==> config.mk <==
export PLATFORM = sky130hd
export DESIGN_NAME = alu_issue_flat
export DESIGN_NICKNAME = d
export VERILOG_FILES = /design/src/rtl/alu_issue_if.sv /design/src/rtl/alu_issue.sv /design/src/flat_wrapper.sv
export SDC_FILE = /design/constraint.sdc
export NUM_CORES = 1
export LEC_CHECK = 0
export CORE_ASPECT_RATIO = 0.6
export CORE_MARGIN = 2
export CORE_UTILIZATION = 30
export DETAILED_ROUTE_END_ITERATION = 6
export PLACE_DENSITY_LB_ADDON = 0.08
export SLEW_MARGIN = 0
export SYNTH_ARGS = -nofsm -noshare
export SYNTH_HDL_FRONTEND = slang
export SYNTH_SLANG_ARGS = --single-unit
==> constraint.sdc <==
create_clock -name clk -period 3.4 [get_ports clk]
set_clock_uncertainty 0.15 [all_clocks]
set_input_delay 1.02 -clock clk [delete_from_list [all_inputs] [get_ports clk]]
set_output_delay 1.02 -clock clk [all_outputs]
set_load 0.01 [all_outputs]
==> src/rtl/alu_issue_if.sv <==
// Handshake bundle between the ALU issue stage, its operand producer and the ALU consumer.
// The slave modport is the issue stage; the master modport is the producer/consumer side.
interface alu_issue_if #(
   parameter int DEPTH = 4,
   parameter int CW    = $clog2(DEPTH) + 1
);
   logic          in_valid;
   logic          in_ready;
   logic [2:0]    in_op;
   logic [31:0]   in_a;
   logic [31:0]   in_b;
   logic          out_valid;
   logic          out_ready;
   logic [31:0]   out_A;
   logic [31:0]   out_B;
   logic [2:0]    out_ALUOp;
   logic [CW-1:0] count;

   modport master (
      output in_valid, in_op, in_a, in_b, out_ready,
      input  in_ready, out_valid, out_A, out_B, out_ALUOp, count
   );

   modport slave (
      input  in_valid, in_op, in_a, in_b, out_ready,
      output in_ready, out_valid, out_A, out_B, out_ALUOp, count
   );
endinterface

==> src/rtl/alu_issue.sv <==
// ALU issue stage: DEPTH-entry command FIFO feeding a registered output stage wired to the ALU.
// Optional build macro ALU_SHAMT_MASK_EN clamps stored shift amounts (ops 4/5) to B[4:0].
module alu_issue #(
   parameter int DEPTH = 4,
   parameter int CW    = $clog2(DEPTH) + 1
) (
   input logic        clk,
   input logic        reset,
   alu_issue_if.slave bus
);
   localparam int            AW   = $clog2(DEPTH);
   localparam logic [AW:0]   FULL = (AW+1)'(DEPTH);

   typedef struct packed {
      logic [2:0]  op;
      logic [31:0] a;
      logic [31:0] b;
   } cmd_t;

   cmd_t          mem [DEPTH];
   logic [AW-1:0] wr_ptr_reg;
   logic [AW-1:0] rd_ptr_reg;
   logic [AW:0]   fifo_cnt_reg;
   logic          out_valid_reg;
   cmd_t          out_reg;
   logic [CW-1:0] count_reg;

   cmd_t in_cmd;
   logic push;
   logic pop;
   logic load;
   logic fifo_nonempty;
   logic from_fifo;
   logic bypass;
   logic fifo_wr;

   always_comb begin
      in_cmd.op = bus.in_op;
      in_cmd.a  = bus.in_a;
      in_cmd.b  = bus.in_b;
`ifdef ALU_SHAMT_MASK_EN
      if (bus.in_op == 3'd4 || bus.in_op == 3'd5) begin
         in_cmd.b = {27'b0, bus.in_b[4:0]};
      end
`else
`endif
   end

   // Readiness depends only on FIFO occupancy, never on out_ready.
   assign bus.in_ready  = reset && (fifo_cnt_reg < FULL);

   assign push          = bus.in_valid && bus.in_ready;
   assign pop           = out_valid_reg && bus.out_ready;
   assign load          = !out_valid_reg || pop;
   assign fifo_nonempty = (fifo_cnt_reg != '0);
   assign from_fifo     = load && fifo_nonempty;
   assign bypass        = load && !fifo_nonempty && push;
   assign fifo_wr       = push && !bypass;

   // Storage has no reset; the pointers alone define which entries are live.
   always_ff @(posedge clk) begin
      if (fifo_wr) begin
         mem[wr_ptr_reg] <= in_cmd;
      end
   end

   always_ff @(posedge clk or negedge reset) begin
      if (!reset) begin
         wr_ptr_reg    <= '0;
         rd_ptr_reg    <= '0;
         fifo_cnt_reg  <= '0;
         out_valid_reg <= 1'b0;
         out_reg       <= '0;
         count_reg     <= '0;
      end else begin
         if (fifo_wr) begin
            wr_ptr_reg <= wr_ptr_reg + AW'(1);
         end
         if (from_fifo) begin
            rd_ptr_reg <= rd_ptr_reg + AW'(1);
         end
         case ({fifo_wr, from_fifo})
            2'b10:   fifo_cnt_reg <= fifo_cnt_reg + (AW+1)'(1);
            2'b01:   fifo_cnt_reg <= fifo_cnt_reg - (AW+1)'(1);
            default: fifo_cnt_reg <= fifo_cnt_reg;
         endcase
         // Data registers hold their last value when the stage empties.
         if (load) begin
            out_valid_reg <= fifo_nonempty || push;
            if (from_fifo) begin
               out_reg <= mem[rd_ptr_reg];
            end else if (bypass) begin
               out_reg <= in_cmd;
            end
         end
         case ({push, pop})
            2'b10:   count_reg <= count_reg + CW'(1);
            2'b01:   count_reg <= count_reg - CW'(1);
            default: count_reg <= count_reg;
         endcase
      end
   end

   assign bus.out_valid = out_valid_reg;
   assign bus.out_A     = out_reg.a;
   assign bus.out_B     = out_reg.b;
   assign bus.out_ALUOp = out_reg.op;
   assign bus.count     = count_reg;
endmodule

==> src/flat_wrapper.sv <==
// flat-port wrapper written by rule: the top's interface ports become plain ports
module alu_issue_flat 
#(
   parameter int DEPTH = 4,
   parameter int CW    = $clog2(DEPTH) + 1
)
  (clk, reset, bus_in_valid, bus_in_op, bus_in_a, bus_in_b, bus_out_ready, bus_in_ready, bus_out_valid, bus_out_A, bus_out_B, bus_out_ALUOp, bus_count);
  alu_issue_if #(.DEPTH(DEPTH), .CW(CW)) bus_i ();
  input logic clk;
  input logic reset;
  input wire logic [$bits(bus_i.in_valid)-1:0] bus_in_valid;
  input wire logic [$bits(bus_i.in_op)-1:0] bus_in_op;
  input wire logic [$bits(bus_i.in_a)-1:0] bus_in_a;
  input wire logic [$bits(bus_i.in_b)-1:0] bus_in_b;
  input wire logic [$bits(bus_i.out_ready)-1:0] bus_out_ready;
  output wire logic [$bits(bus_i.in_ready)-1:0] bus_in_ready;
  output wire logic [$bits(bus_i.out_valid)-1:0] bus_out_valid;
  output wire logic [$bits(bus_i.out_A)-1:0] bus_out_A;
  output wire logic [$bits(bus_i.out_B)-1:0] bus_out_B;
  output wire logic [$bits(bus_i.out_ALUOp)-1:0] bus_out_ALUOp;
  output wire logic [$bits(bus_i.count)-1:0] bus_count;
  assign bus_i.in_valid = bus_in_valid;
  assign bus_i.in_op = bus_in_op;
  assign bus_i.in_a = bus_in_a;
  assign bus_i.in_b = bus_in_b;
  assign bus_i.out_ready = bus_out_ready;
  assign bus_in_ready = bus_i.in_ready;
  assign bus_out_valid = bus_i.out_valid;
  assign bus_out_A = bus_i.out_A;
  assign bus_out_B = bus_i.out_B;
  assign bus_out_ALUOp = bus_i.out_ALUOp;
  assign bus_count = bus_i.count;
  alu_issue #(.DEPTH(DEPTH), .CW(CW)) u_core (.clk(clk), .reset(reset), .bus(bus_i));
endmodule
-- Word-level counts from Yosys, hierarchy flattened
Memory sizes are Yosys's and may differ from the RTL's.
Index checks and enable logic that the tools add are counted.
- memories: 1
- word-level logic and storage cells: 43
- memory bits (read-only): 0
- memory bits (writable): 268
- bits in latches: 0
- flip-flop bits (word level): 78
- memory list (memory ; depth ; bits a word ; rd ports ; clocked after Yosys merged registers in ; write ports ; line ; RTL):
    u_core.mem ; 4 ; 67 ; 1 ; 0 ; 1 ; alu_issue.sv:20 ; cmd_t mem [DEPTH];
- add/subtract/negate cells: 6
- eq/ne operators: 4
- bitwise logic cells: 0
- shifts and indexed selects: 0
- muxes and demuxes: 6
- multiply operators: 0
- order comparisons: 1
- div/mod/pow operators: 0
- reductions and logical operators: 17
- operators with widths (operator ; count):
    $mux W67 ; 2
    $pmux W3 S2 ; 2
    $logic_and A1 B1 Y1 ; 7
    $add A3 B1 Y3 const B ; 2
    $reduce_bool A2 Y1 ; 3
    $sub A3 B1 Y3 const B ; 2
    $add A2 B1 Y2 const B ; 2
    $eq A2 B1 Y1 const B ; 2
    $eq A2 B2 Y1 const B ; 2
    $logic_not A1 Y1 ; 3
    $lt A3 B3 Y1 const B ; 1
    $reduce_bool A3 Y1 ; 1
    $logic_or A1 B1 Y1 ; 2
    $mux W1 ; 2
    $reduce_and A2 Y1 ; 1

-- Longest topological paths before layout
- depth in word-level cells: 8
- gate-level depth with buffers: 9

-- Worst setup path before layout
No wires, ideal clock.
- kind: input to register
- start point: input port bus_out_ready
- end point: memory u_core.mem[2][0] (netlist name), enable pin
- data required time: 2.818 ns
- buffers on the path: 0
- arrival: 3.179 ns
- setup time: 0.432 ns
- stages: 3
- path slack: -0.361 ns
- cells stage by stage: nand2b_1 -> a211oi_2 -> and2_1
- cells in the longest elaborated chain, start to end: 8
- RTL lines (item ; line ; RTL):
    from (decl) ; flat_wrapper.sv:15 ; input wire logic [$bits(bus_i.out_ready)-1:0] bus_out_ready;
    $logic_and A1 B1 Y1 ; alu_issue.sv:53 ; assign pop = out_valid_reg && bus.out_ready;
    $logic_or A1 B1 Y1 ; alu_issue.sv:54 ; assign load = !out_valid_reg || pop;
    $logic_and A1 B1 Y1 (2 in a row) ; alu_issue.sv:57 ; assign bypass = load && !fifo_nonempty && push;
    $logic_not A1 Y1 ; alu_issue.sv:58 ; assign fifo_wr = push && !bypass;
    $logic_and A1 B1 Y1 ; alu_issue.sv:58 ;
    $mux W1 ; alu_issue.sv:62 ; if (fifo_wr) begin
    $mux W1 (implied by the code) ; alu_issue.sv:63 ; mem[wr_ptr_reg] <= in_cmd;
    to (decl) ; alu_issue.sv:20 ;
Every way passes these cells.

-- Worst setup path after layout
- start point: input port reset
- end point: output port bus_in_ready
- cells in the longest elaborated chain, start to end: 1
- RTL lines (item ; line ; RTL):
    from (decl) ; flat_wrapper.sv:10 ; input logic reset;
    $logic_and A1 B1 Y1 ; alu_issue.sv:50 ; assign bus.in_ready = reset && (fifo_cnt_reg < FULL);
    to (decl) ; flat_wrapper.sv:16 ; output wire logic [$bits(bus_i.in_ready)-1:0] bus_in_ready;
Every way passes these cells.

==> flow_metrics.tcl <==
set metrics [dict create \
    grt_max_degree 104 \
    synthArstFlopShare_pct 22.5 \
    vias 7717 \
    end_kind "primary output" \
    core.rowCount 61 \
    areaGrowthSynthToFinish_pct 24.3 \
    clock_power_share_pct 27.0 \
    fin_ws_ps 422 \
    drc 0 \
    switchingPower_mw 4.24 \
    hold_buffers 0 \
    fin_cells 1520 \
    swShare_pct 29.7 \
    core-area_mm2 0.0461 \
    die_h_um 171 \
    hold_viol 0 \
    pin_count 143 \
    dp_worst_setup_slack_ps 82.7 \
    gr-total-overflow 0 \
    hold_class "reg -> reg" \
    regMostFlops "u_core.mem" \
    p_int_mw 10.0 \
    min_period_ps 2980 \
    synth_edf_count 268 \
    layout_commonest_cell "edfxtp_1" \
    drv_slew 0 \
    arrival_ps 1810 \
    crit_chain "buf_6 > nor2b_1 > clkdlybuf4s50_1" \
    ys_types 28 \
    placed_cells_incl_taps 1454 \
    slew_headroom_pct 28.8 \
    max_freq_ghz 0.336 \
    period_share_pct 87.6 \
    crit_path_max_incr_delay_ps 560 \
    cp.required_ps 2230 \
    cap_violations 0 \
    drive_above_1_share_pct 17.5 \
    synth_warnings 0 \
    sequentialPowerShare_pct 42.4 \
    worstSetupStartpointType "input pin" \
    syn-instance-count 715 \
    clkLatencyLatePin_ps 540 \
    place_congestion 0.697 \
    n_antenna_cell 0 \
    p_per_area_mw_per_mm2 824 \
    wirelength_um 37000 \
    worstMarginPinSlew_ps 1070 \
    critPathSlowestCell "clkdlybuf4s50_1" \
    syn_area_mm2 0.0139 \
    wire_per_inst_um 24.4 \
    cts_buffers 36 \
    fin_nets 941 \
    cts_tree "built" \
    crit_type "in -> out" \
    cts_setup_buffers 0 \
    setup_tns_ps 0 \
    die_w_um 282 \
    power_mw 14.3 \
    ctsResizeCount 0 \
    drt_iter0_drc 482 \
    final_cell_mix "edfxtp_1 (268), clkdlybuf4s50_1 (140), dfrtp_1 (76)" \
    grtUsageTotal_pct 15.6 \
    irDropWorstVdd_mv 0.476 \
    grt_pass1_wl_um 55400 \
    clk_pin_slew_ps 60 \
    synth_ff_type "edfxtp_1" \
    htreeDepth 2 \
    die_area_mm2 0.0483 \
    finalSetupViolCount 0 \
    place_hpwl_um 19600 \
    power.leakage_nw 5.82 \
    crit_buf_inv 2 \
    path_max_fanout 4 \
    combPwrFrac_pct 30.6 \
    grt_setup_unrepaired "false" \
    grt_pass1_vias 8298 \
    largest_reg_flops 268 \
    synth_seq_cells 346 \
    critPathTopFamily "buffers and inverters" \
    antenna_found_initial 0 \
    ys_seq_area_share_pct 71.7 \
    root_buffer "clkbuf_16" \
    cts_buffer_depth 3 \
    initial_utilization_pct 30.2 \
    status "finished, final reports clean" \
    cts_num_sinks 346 \
    syn-num-nets 794 \
    hold-worst-slack_ps 321 \
    avgSynthCellArea_um2 19.5 \
    numPortBuffers 142 \
    dr.pass1.iters 5 \
    ant_nets 0 \
    drt-vias-per-instance 5.08 \
]
## power groups by stage
stage / clock, mW / sequential, mW / combinational, mW
final: 3.85 / 6.05 / 4.37
after CTS: 4.00 / 6.09 / 4.46
after global placement: 0 / 6.14 / 4.38
after detailed placement: 0 / 6.16 / 4.44
after global routing: 4.16 / 6.18 / 4.71
after floorplan: 0 / 5.92 / 2.68
## cell type report
type / instances / area [um^2]
multi-input cells: 307 / 3650
clock buffers: 50 / 1000
repair buffers: 168 / 1740
clock inverters: 16 / 125
flip-flops and latches: 346 / 10000
well taps: 630 / 788
fillers: 4264 / 28800
inverters: 3 / 11.3
## final timing paths
| path | start | to | slack (ps) | depth (start not counted) |
|---|---|---|---|---|
| worst max register to register | u_core.rd_ptr_reg[0] | u_core.bus.out_A[22] | 1010 | 3 |
| worst max-delay path | reset | bus_in_ready | 420 | 3 |
| min in group asynchronous | reset | u_core.bus.out_A[7] | 400 | 2 |
| max in group asynchronous | reset | u_core.rd_ptr_reg[0] | 2250 | 2 |
| worst min-delay path | u_core.bus.count[2] | u_core.bus.count[2] | 320 | 1 |
| worst min register to register | u_core.bus.count[2] | u_core.bus.count[2] | 320 | 1 |
## synth_stat cells (all sizes together) (2+ instances only)
cell | n | share of area (%)
a21boi | 67 | 3.6
a221o | 67 | 4.8
a22o | 67 | 4.2
and2 | 5 | 0.22
buf | 27 | 1.4
clkbuf | 32 | 0.86
dfrtp | 78 | 14
edfxtp | 268 | 58
fa | 2 | 0.29
ha | 6 | 0.54
inv | 3 | 0.081
mux2 | 3 | 0.24
mux4 | 67 | 11
nand3 | 2 | 0.072
nor2 | 3 | 0.081
nor2b | 2 | 0.090
nor3 | 2 | 0.19
xnor2 | 6 | 0.38
xor2 | 3 | 0.19
## layer usage
metal / GRT usage (%) / up-vias / routed length [um]
li1: - / 3316 / -
met1: 21.0 / 4157 / 16400
met2: 26.3 / 192 / 18500
met3: 2.73 / 52 / 1590
met4: 3.59 / 0 / 603
met5: 0 / - / 0
## per-stage QoR
stage                     instance area (um^2)  util (%)
after global routing                     17300      37.6
after detailed placement                 16200      35.1
after CTS                                17300      37.6
after global placement                   16200      35.1
final                                    17300      37.6
after floorplan                          13900         -
## logic make-up (layout without fill, tap and decap cells)
| kind of cell | after synthesis | in the layout | share of synthesized area, % |
|---|---|---|---|
| mux | 70 | 70 | 11.1 |
| xor+xnor | 9 | 9 | 0.565 |
| flops | 346 | 346 | 71.7 |
| fa+ha+maj | 8 | 8 | 0.826 |
| simple gates | 18 | 18 | 0.817 |
| buf+inv | 62 | 237 | 2.30 |
| compound gates | 202 | 202 | 12.7 |
Power figures use the tool's default switching activity.
